<file path="src/rtl/keypad_debounce_encoder.sv">
// keypad_debounce_encoder
// Front end for the lock controller. It synchronizes ten raw key lines and
// debounces them. Each accepted press is turned into a 4-bit digit plus a
// one-cycle enter strobe.
// Optional feature macro: KEYPAD_REPEAT_EN. When it is defined, a held key
// re-issues its strobe every REPEAT_CYCLES cycles. When it is undefined, each
// press gives exactly one strobe.
module keypad_debounce_encoder #(
   parameter int DEBOUNCE_CYCLES = 4,
   parameter int REPEAT_CYCLES   = 16
) (
   input  logic       clk,
   input  logic       reset,
   input  logic [9:0] keys,
   output logic [3:0] digit,
   output logic       enter,
   output logic       key_held
);
   localparam int MAX_CYCLES = (DEBOUNCE_CYCLES > REPEAT_CYCLES) ? DEBOUNCE_CYCLES : REPEAT_CYCLES;
   localparam int CW = $clog2(MAX_CYCLES) + 1;
   localparam logic [CW-1:0] DEB_LAST = CW'(DEBOUNCE_CYCLES - 1);
   localparam logic [CW-1:0] CNT_ONE  = CW'(1);
   localparam logic [CW-1:0] CNT_ZERO = CW'(0);

   typedef enum logic [1:0] {
      IDLE    = 2'd0,
      PRESS   = 2'd1,
      HELD    = 2'd2,
      RELEASE = 2'd3
   } state_t;

   // True when exactly one key line is active.
   function automatic logic is_single(input logic [9:0] x);
      return (x != 10'd0) && ((x & (x - 10'd1)) == 10'd0);
   endfunction

   // Index of the highest set bit. Callers only use it on single-bit values.
   function automatic logic [3:0] key_index(input logic [9:0] x);
      logic [3:0] idx;
      idx = 4'd0;
      for (int i = 0; i < 10; i++) begin
         idx = x[i] ? 4'(i) : idx;
      end
      return idx;
   endfunction

   // One-hot key pattern for an index.
   function automatic logic [9:0] onehot(input logic [3:0] idx);
      return 10'd1 << idx;
   endfunction

   logic [9:0]    s1_r, s2_r;
   state_t        state_r, state_s;
   logic [3:0]    cand_r, cand_s;
   logic [CW-1:0] cnt_r, cnt_s;
   logic [3:0]    digit_r, digit_s;
   logic          enter_r, enter_s;
   logic          key_held_r, key_held_s;
`ifdef KEYPAD_REPEAT_EN
   localparam logic [CW-1:0] REP_LAST = CW'(REPEAT_CYCLES - 1);
   logic [CW-1:0] rcnt_r, rcnt_s;
`endif

   // Two-flop synchronizer; the FSM only ever looks at s2_r.
   always_ff @(posedge clk or posedge reset) begin
      if (reset) begin
         s1_r <= 10'd0;
         s2_r <= 10'd0;
      end else begin
         s1_r <= keys;
         s2_r <= s1_r;
      end
   end

   // Debounce FSM next-state logic, plus the strobe and digit capture.
   always_comb begin
      state_s = state_r;
      cand_s  = cand_r;
      cnt_s   = cnt_r;
      digit_s = digit_r;
      enter_s = 1'b0;
`ifdef KEYPAD_REPEAT_EN
      rcnt_s  = rcnt_r;
`endif
      case (state_r)
         IDLE: begin
            if (is_single(s2_r)) begin
               cand_s  = key_index(s2_r);
               cnt_s   = CNT_ZERO;
               state_s = PRESS;
            end else begin
               state_s = IDLE;
            end
         end
         PRESS: begin
            if (s2_r == onehot(cand_r)) begin
               if (cnt_r == DEB_LAST) begin
                  digit_s = cand_r;
                  enter_s = 1'b1;
                  state_s = HELD;
`ifdef KEYPAD_REPEAT_EN
                  rcnt_s  = CNT_ZERO;
`endif
               end else begin
                  cnt_s = cnt_r + CNT_ONE;
               end
            end else begin
               state_s = IDLE;
            end
         end
         HELD: begin
            if (s2_r == 10'd0) begin
               cnt_s   = CNT_ZERO;
               state_s = RELEASE;
            end else begin
               state_s = HELD;
`ifdef KEYPAD_REPEAT_EN
               if (s2_r == onehot(digit_r)) begin
                  if (rcnt_r == REP_LAST) begin
                     enter_s = 1'b1;
                     rcnt_s  = CNT_ZERO;
                  end else begin
                     rcnt_s = rcnt_r + CNT_ONE;
                  end
               end else begin
                  rcnt_s = CNT_ZERO;
               end
`endif
            end
         end
         RELEASE: begin
            if (s2_r == 10'd0) begin
               if (cnt_r == DEB_LAST) begin
                  state_s = IDLE;
               end else begin
                  cnt_s = cnt_r + CNT_ONE;
               end
            end else begin
               // A release bounce returns to HELD without a new strobe.
               cnt_s   = CNT_ZERO;
               state_s = HELD;
`ifdef KEYPAD_REPEAT_EN
               rcnt_s  = CNT_ZERO;
`endif
            end
         end
         default: begin
            state_s = IDLE;
         end
      endcase
      key_held_s = (state_s == HELD) || (state_s == RELEASE);
   end

   // FSM state, counters and registered outputs.
   always_ff @(posedge clk or posedge reset) begin
      if (reset) begin
         state_r    <= IDLE;
         cand_r     <= 4'd0;
         cnt_r      <= CNT_ZERO;
         digit_r    <= 4'd0;
         enter_r    <= 1'b0;
         key_held_r <= 1'b0;
`ifdef KEYPAD_REPEAT_EN
         rcnt_r     <= CNT_ZERO;
`endif
      end else begin
         state_r    <= state_s;
         cand_r     <= cand_s;
         cnt_r      <= cnt_s;
         digit_r    <= digit_s;
         enter_r    <= enter_s;
         key_held_r <= key_held_s;
`ifdef KEYPAD_REPEAT_EN
         rcnt_r     <= rcnt_s;
`endif
      end
   end

   assign digit    = digit_r;
   assign enter    = enter_r;
   assign key_held = key_held_r;

endmodule

</file>
<file path="config.mk">
export PLATFORM = sky130hd
export DESIGN_NAME = keypad_debounce_encoder
export DESIGN_NICKNAME = d
export VERILOG_FILES = /design/src/rtl/keypad_debounce_encoder.sv
export SDC_FILE = /design/constraint.sdc
export NUM_CORES = 1
export LEC_CHECK = 0
export CELL_PAD_IN_SITES_DETAIL_PLACEMENT = 1
export CELL_PAD_IN_SITES_GLOBAL_PLACEMENT = 2
export CORE_UTILIZATION = 36
export CTS_CLUSTER_SIZE = 24
export DETAILED_ROUTE_END_ITERATION = 10
export HOLD_SLACK_MARGIN = 0.1
export PLACE_DENSITY_LB_ADDON = 0.2
export SYNTH_ARGS = -nofsm -noshare
export SYNTH_HDL_FRONTEND = slang
export SYNTH_SLANG_ARGS = --single-unit
export TNS_END_PERCENT = 30
</file>
<file path="constraint.sdc">
create_clock -name clk -period 2.9 [get_ports clk]
set_input_delay 0.58 -clock clk [delete_from_list [all_inputs] [get_ports clk]]
set_output_delay 0.58 -clock clk [all_outputs]
set_load 0.02 [all_outputs]
</file>
==> reports/qor.txt <==
clock slew at reported path FFs -> 0.07 ns
first-pass GRT wire length -> 6.29 mm
die height -> 71.4 um
sequential fraction of the synthesis area -> 51.9%
row cnt -> 24
largest net degree at the start of global routing -> 37
Yosys cell types -> 55
Post-Route Skew -> 0.00607 ns
most frequent cells after synthesis -> dfrtp_1, nor2_1, inv_1
FF/Latch Area -> 901 sq um
worst slew pin tran -> 0.598 ns
crit path max fanout -> 8
DR iter-0 viols -> 29
synthesis-to-finish area growth -> 17.8%
I/O pins -> 18
grt total ovfl -> 0
Final GP Congestion -> 0.778
synthesized area -> 0.00174 sq mm
reg-to-reg setup timing slack -> 0.31 ns
detailed placer's ending HPWL -> 2.73 mm
most used flip-flop cell after synthesis -> dfrtp_1
Hold-fix buffers, CTS -> 0
Seq cells post-synth -> 36
number of global-route vias before repair -> 1,349
pwr dens -> 529 mW/mm^2
Hold Path Cell Cnt -> 0
Post-Layout Cell Count -> 239
crit path time final -> 2.59 ns
Worst Setup Path Type -> reg -> reg
Yosys top cell area share -> 51.9%
layout cells sized above 1 -> 11.8%
Initial Util -> 38.5%
Final Util -> 45.4%
Slew Limit Fails -> 0
worst reg2reg path depth -> 7
Clock Latency Late Sink -> 0.28 ns
CP Launch Type -> register
Post-CTS Resized -> 0
Core ar. -> 0.00450 sq mm
Final Hold Viols -> 0
Post-Layout Inst Area -> 0.00204 sq mm
I/O Buffers -> 17
Critical Path Sink Type -> register
most common cell in the netlist -> dfrtp_1
Async SR Flop Fraction -> 100%
TritonCTS clock tree -> built
Post-route DRC -> 0
Clock Path Buffers -> 2
Die Wd -> 71.4 um
dpl ws -> 0.324 ns
Final ANT Viol Nets -> 0
Final setup viols -> 0
Pwr Total -> 1.08 mW
initial antenna violation count -> 0
TritonRoute pass-1 iters -> 4
filler cell count -> 499
fin nets -> 199
antenna cells -> 0
Syn Nets -> 180
Critical Path AT -> 2.74 ns
gate count after technology mapping -> 167
Max-Cap Viols -> 0
area of the multi-input gates -> 747 sq um
Post-CTS Repair Setup Buffers -> 0
dpl cells -> 231
routed wire length -> 3.60 mm
vias per cell -> 5.64
setup slack after layout -> 0.313 ns
GRT Total Usage -> 15.8%
average size of a mapped cell -> 10.4 sq um
required time at the worst-slack endpoint -> 3.05 ns
Die ar. -> 0.00510 sq mm
Post-synth EDFFs -> 0
unrepaired setup endpoints after global routing -> false
total CTS buffers -> 5
Synth Warn # -> 0
outcome -> finished, final reports clean
Yosys top cell by area -> dfrtp_1
Final period util -> 89.2%
Root Buffer -> clkbuf_8
Leak -> 0.875 nW
clk sinks -> 36
Total Neg Setup Slack -> 0 ns
largest cells by area after synthesis -> dfrtp_1, nor2_1, a21oi_1
VDD IR-drop max -> 0.342 mV
area post-placement -> 0.00195 sq mm
Routed WL per cell -> 15.1 um
hold slack -> 0.350 ns
# H-tree levels -> 2
fmax -> 387 MHz
Min-Delay Path Class -> reg -> reg
vias -> 1,348
Slew HR -> 59.1%
worst paths after layout:
kind	start	end
min in group asynchronous	reset	s1_r[1]
max reg2reg	s2_r[3]	cnt_r[0]
max	s2_r[3]	cnt_r[0]
min	s1_r[8]	s2_r[8]
min reg2reg	s1_r[8]	s2_r[8]
max in group asynchronous	reset	cnt_r[0]
final cells by class:
| type | instances | area share [%] |
|---|---|---|
| flip-flops and latches | 36 | 44.1 |
| multi-input cells | 111 | 36.5 |
| repair buffers | 20 | 9.42 |
| clock buffers | 7 | 4.22 |
| well taps | 52 | 3.18 |
| inverters | 12 | 2.20 |
| clock inverters | 1 | 0.367 |
sequential cells by signal, indices dropped and copies added, names as in the netlist:
register  cells
cnt_r         5
key_held      1
digit         4
state_r       1
enter         1
cand_r        4
s2_r         10
s1_r         10
worst max-delay path, stage by stage, from the launching register on:
cell	delay [ns]
dfrtp_1	0.45
or4_1	0.64
a2111oi_0	0.64
o31ai_1	0.21
nor2_1	0.13
a311o_2	0.15
o21ai_2	0.08
a2bb2oi_1	0.15
per-layer routing:
layer	part of all wire [%]	GRT usage [%]	wire length, um
met5	0	0	0
met2	48	26.6	1730
met3	2.8	4.22	102
met1	48	20.3	1720
met4	1.2	4.00	43
power by group:
group	switching, mW	internal, mW
sequential	0.0535	0.533
combinational	0.0672	0.0690
clock	0.165	0.193
kinds of logic after synthesis:
kind of cell,Yosys count,share of synthesized area [%]
AND/OR/NAND/NOR,54,18.5
AO/OA/AOI/OAI,50,20.0
flip-flops,36,51.9
buffers and inverters,20,5.05
multiplexers,5,3.17
adder cells (fa/ha/maj),2,1.30
layout by cell type (no fill, tap or decap), types with 2 or more instances in the layout:
master / netlist / layout
nand2_1: 3 / 3
inv_1: 12 / 12
o31ai_1: 3 / 3
a21o_1: 2 / 2
clkdlybuf4s50_1: 0 / 17
a21oi_1: 11 / 11
o21ai_1: 2 / 2
clkbuf_8: 0 / 6
o22a_1: 2 / 2
nor4_1: 2 / 2
o211ai_1: 2 / 2
a2111oi_0: 2 / 2
nor3b_1: 2 / 2
or4_1: 4 / 4
o211a_1: 2 / 2
nor2_1: 18 / 18
dfrtp_1: 36 / 36
a211oi_1: 2 / 2
buf_4: 2 / 3
nand2b_1: 3 / 3
o21ai_0: 9 / 9
nor3_1: 3 / 3
mux2_2: 4 / 4
and3_1: 4 / 4
nor4b_1: 2 / 2
Power figures use the tool's default switching activity.
==> RTL change (same flow settings) <==
Register the output `digit` once more, with the module's reset; this adds one clock of latency there. The other outputs are not delayed to match.
--- a/src/rtl/keypad_debounce_encoder.sv
+++ b/src/rtl/keypad_debounce_encoder.sv
@@ -176,7 +176,13 @@
       end
    end
 
-   assign digit    = digit_r;
+   always_ff @(posedge clk or posedge reset) begin
+      if (reset) begin
+         digit <= '0;
+      end else begin
+         digit <= digit_r;
+      end
+   end
    assign enter    = enter_r;
    assign key_held = key_held_r;
 
Formal check against the unedited RTL: not equivalent (Yosys sat finds a counterexample within 10 cycles, from zero or initial values and one cycle with reset high).
==> RTL change against the original RTL <==
  * Clock power grew 30%
  * Total power rose by 10%
  * Sequential cell count grew 4
  * Die area up 8.9%
  * Routed wire length increased by 12%
  * Combinational power shrank 21%
  * Cell area up 8.9%
  * Synthesized area grew 9.2%
  * Setup slack worse by 0.0017 ns
  * Clock skew fell by 0.00065 ns
  * First-iteration DRC count grew to 2.7 times the old value
  * Critical path type unchanged
  * Largest power group unchanged
==> RTL change: results (changes against the original RTL) <==
| Metric | Value |
|---|---|
| Status | `finished, final reports clean` |
| First-pass DRT Iterations | `4 (unchanged)` |
| Dpl cell area | `2110 sq um (+8.3%)` |
| Filler instances | `563 (+13%)` |
| Vias/cell | `5.34 (-5.3%)` |
| Post-CTS Resized | `0 (unchanged)` |
| Leakage power | `0.947 nW (+8.2%)` |
| Net count after synthesis | `177 (-1.7%)` |
| Final WL | `4030 microns (+12%)` |
| Clk buf depth | `2 (unchanged)` |
| Post-CTS Setup Bufs | `0 (unchanged)` |
| R2R Path End | `cnt_r[3]` |
| Arrival @ worst endpoint | `2.82 ns (+0.08 ns)` |
| Worst slew margin | `58.2% (-0.86 points)` |
| Met2 WL | `1920 microns (+11%)` |
| Sequential element share of the synthesized area | `52.8% (+0.93 points)` |
| Largest net degree at the start of global routing | `41 (+11%)` |
| Gr usage total | `17.0% (+1.2 points)` |
| M1 wire length | `1870 microns (+8.8%)` |
| Vias in the first global route | `1,401 (+3.9%)` |
| Leading cell types by count after synthesis | `dfrtp_1 (40), nand2_1 (11), nor2_1 (10)` |
| Synth top area cells | `dfrtp_1 (53%), mux2_1 (2.4%), nand2_1 (2.2%)` |
| Crit path from | `cand_r[0]` |
| First-pass GRT wire length | `6820 microns (+8.5%)` |
| Clock Latency Late Sink | `a little under 0.3 ns` |
| Post-synth cell types | `53 (-3.6%)` |
| Met3 Wirelength | `130 microns (+27%)` |
| Setup Skew | `0.00543 ns (-0.000646 ns)` |
| WHS Path Cells | `0 (unchanged)` |
| Nets | `196 (-1.5%)` |
| Final HPWL DP | `2950 microns (+8.1%)` |
| Top Metal Used | `met4` |
| Worst VDD drop | `0.278 mV (-19%)` |
| Initial DRC Count | `78 (+170%)` |
| Hold Slack | `0.348 ns (-0.00253 ns)` |
| Share of layout cells above drive strength 1 | `12.0% (+0.19 points)` |
| Final GP Congestion | `0.806 (+3.7%)` |
| P_sw | `0.000299 W (+4.5%)` |
| Critical path fanouts, max | `12 (+4)` |
| R2R cell count | `6 (-1)` |
RTL change: changes by cell type in the layout (fill, tap and decap cells not counted), moves of 6 or more:
cell / change
a21oi_1: -8
inv_1: -7
nand2_1: +8
nor2_1: -8
o21ai_0: -6
RTL change: worst max-delay path, cell delays in order (launching register included):
cell,delay [ns]
dfrtp_1,0.53
and2_1,0.26
a2111o_1,0.42
and3_1,0.21
o41a_1,0.50
a2111oi_0,0.47
a21o_1,0.13
RTL change: power by group through the flow:
| stage | Clock, W | Combinational (W) | Sequential, W |
|---|---|---|---|
| after floorplan | 0 | 0.0000932 | 0.000608 |
| after global placement | 0 | 0.000104 | 0.000628 |
| after detailed placement | 0 | 0.000108 | 0.000631 |
| after CTS | 0.000479 | 0.000109 | 0.000619 |
| after global routing | 0.000500 | 0.000120 | 0.000625 |
| final | 0.000464 | 0.000108 | 0.000619 |
RTL change: kinds of logic after synthesis:
family / Yosys count / synth area share [%]
fa+ha+maj: 3 / 1.72
buf+inv: 11 / 3.50
compound gates: 32 / 13.7
xor+xnor: 1 / 0.462
mux: 10 / 6.21
flops: 40 / 52.8
simple gates: 67 / 21.6
RTL change: routing by layer:
layer  track usage, %  up-vias
li1                 -      641
met1             23.0      681
met2             25.9       25
met3             3.93       10
met4             7.76        0
met5                0        -
RTL change: metrics by stage:
stage,cells,setup WS (ns),utilization (%)
after floorplan,164,0.734,-
after global placement,246,0.441,41.6
after detailed placement,246,0.277,41.6
after CTS,254,0.245,43.9
after global routing,254,0.0827,43.9
final,254,0.311,43.9
RTL change: final cells by class:
type	instances	area, sq um	area share, %
Tap cell	70	87.6	3.93
Clock inverter	3	46.3	2.08
Clock buffer	5	68.8	3.09
Timing Repair Buffer	18	178	7.98
Inverter	5	18.8	0.843
Sequential cell	40	1000	44.9
Multi-Input combinational cell	113	827	37.1
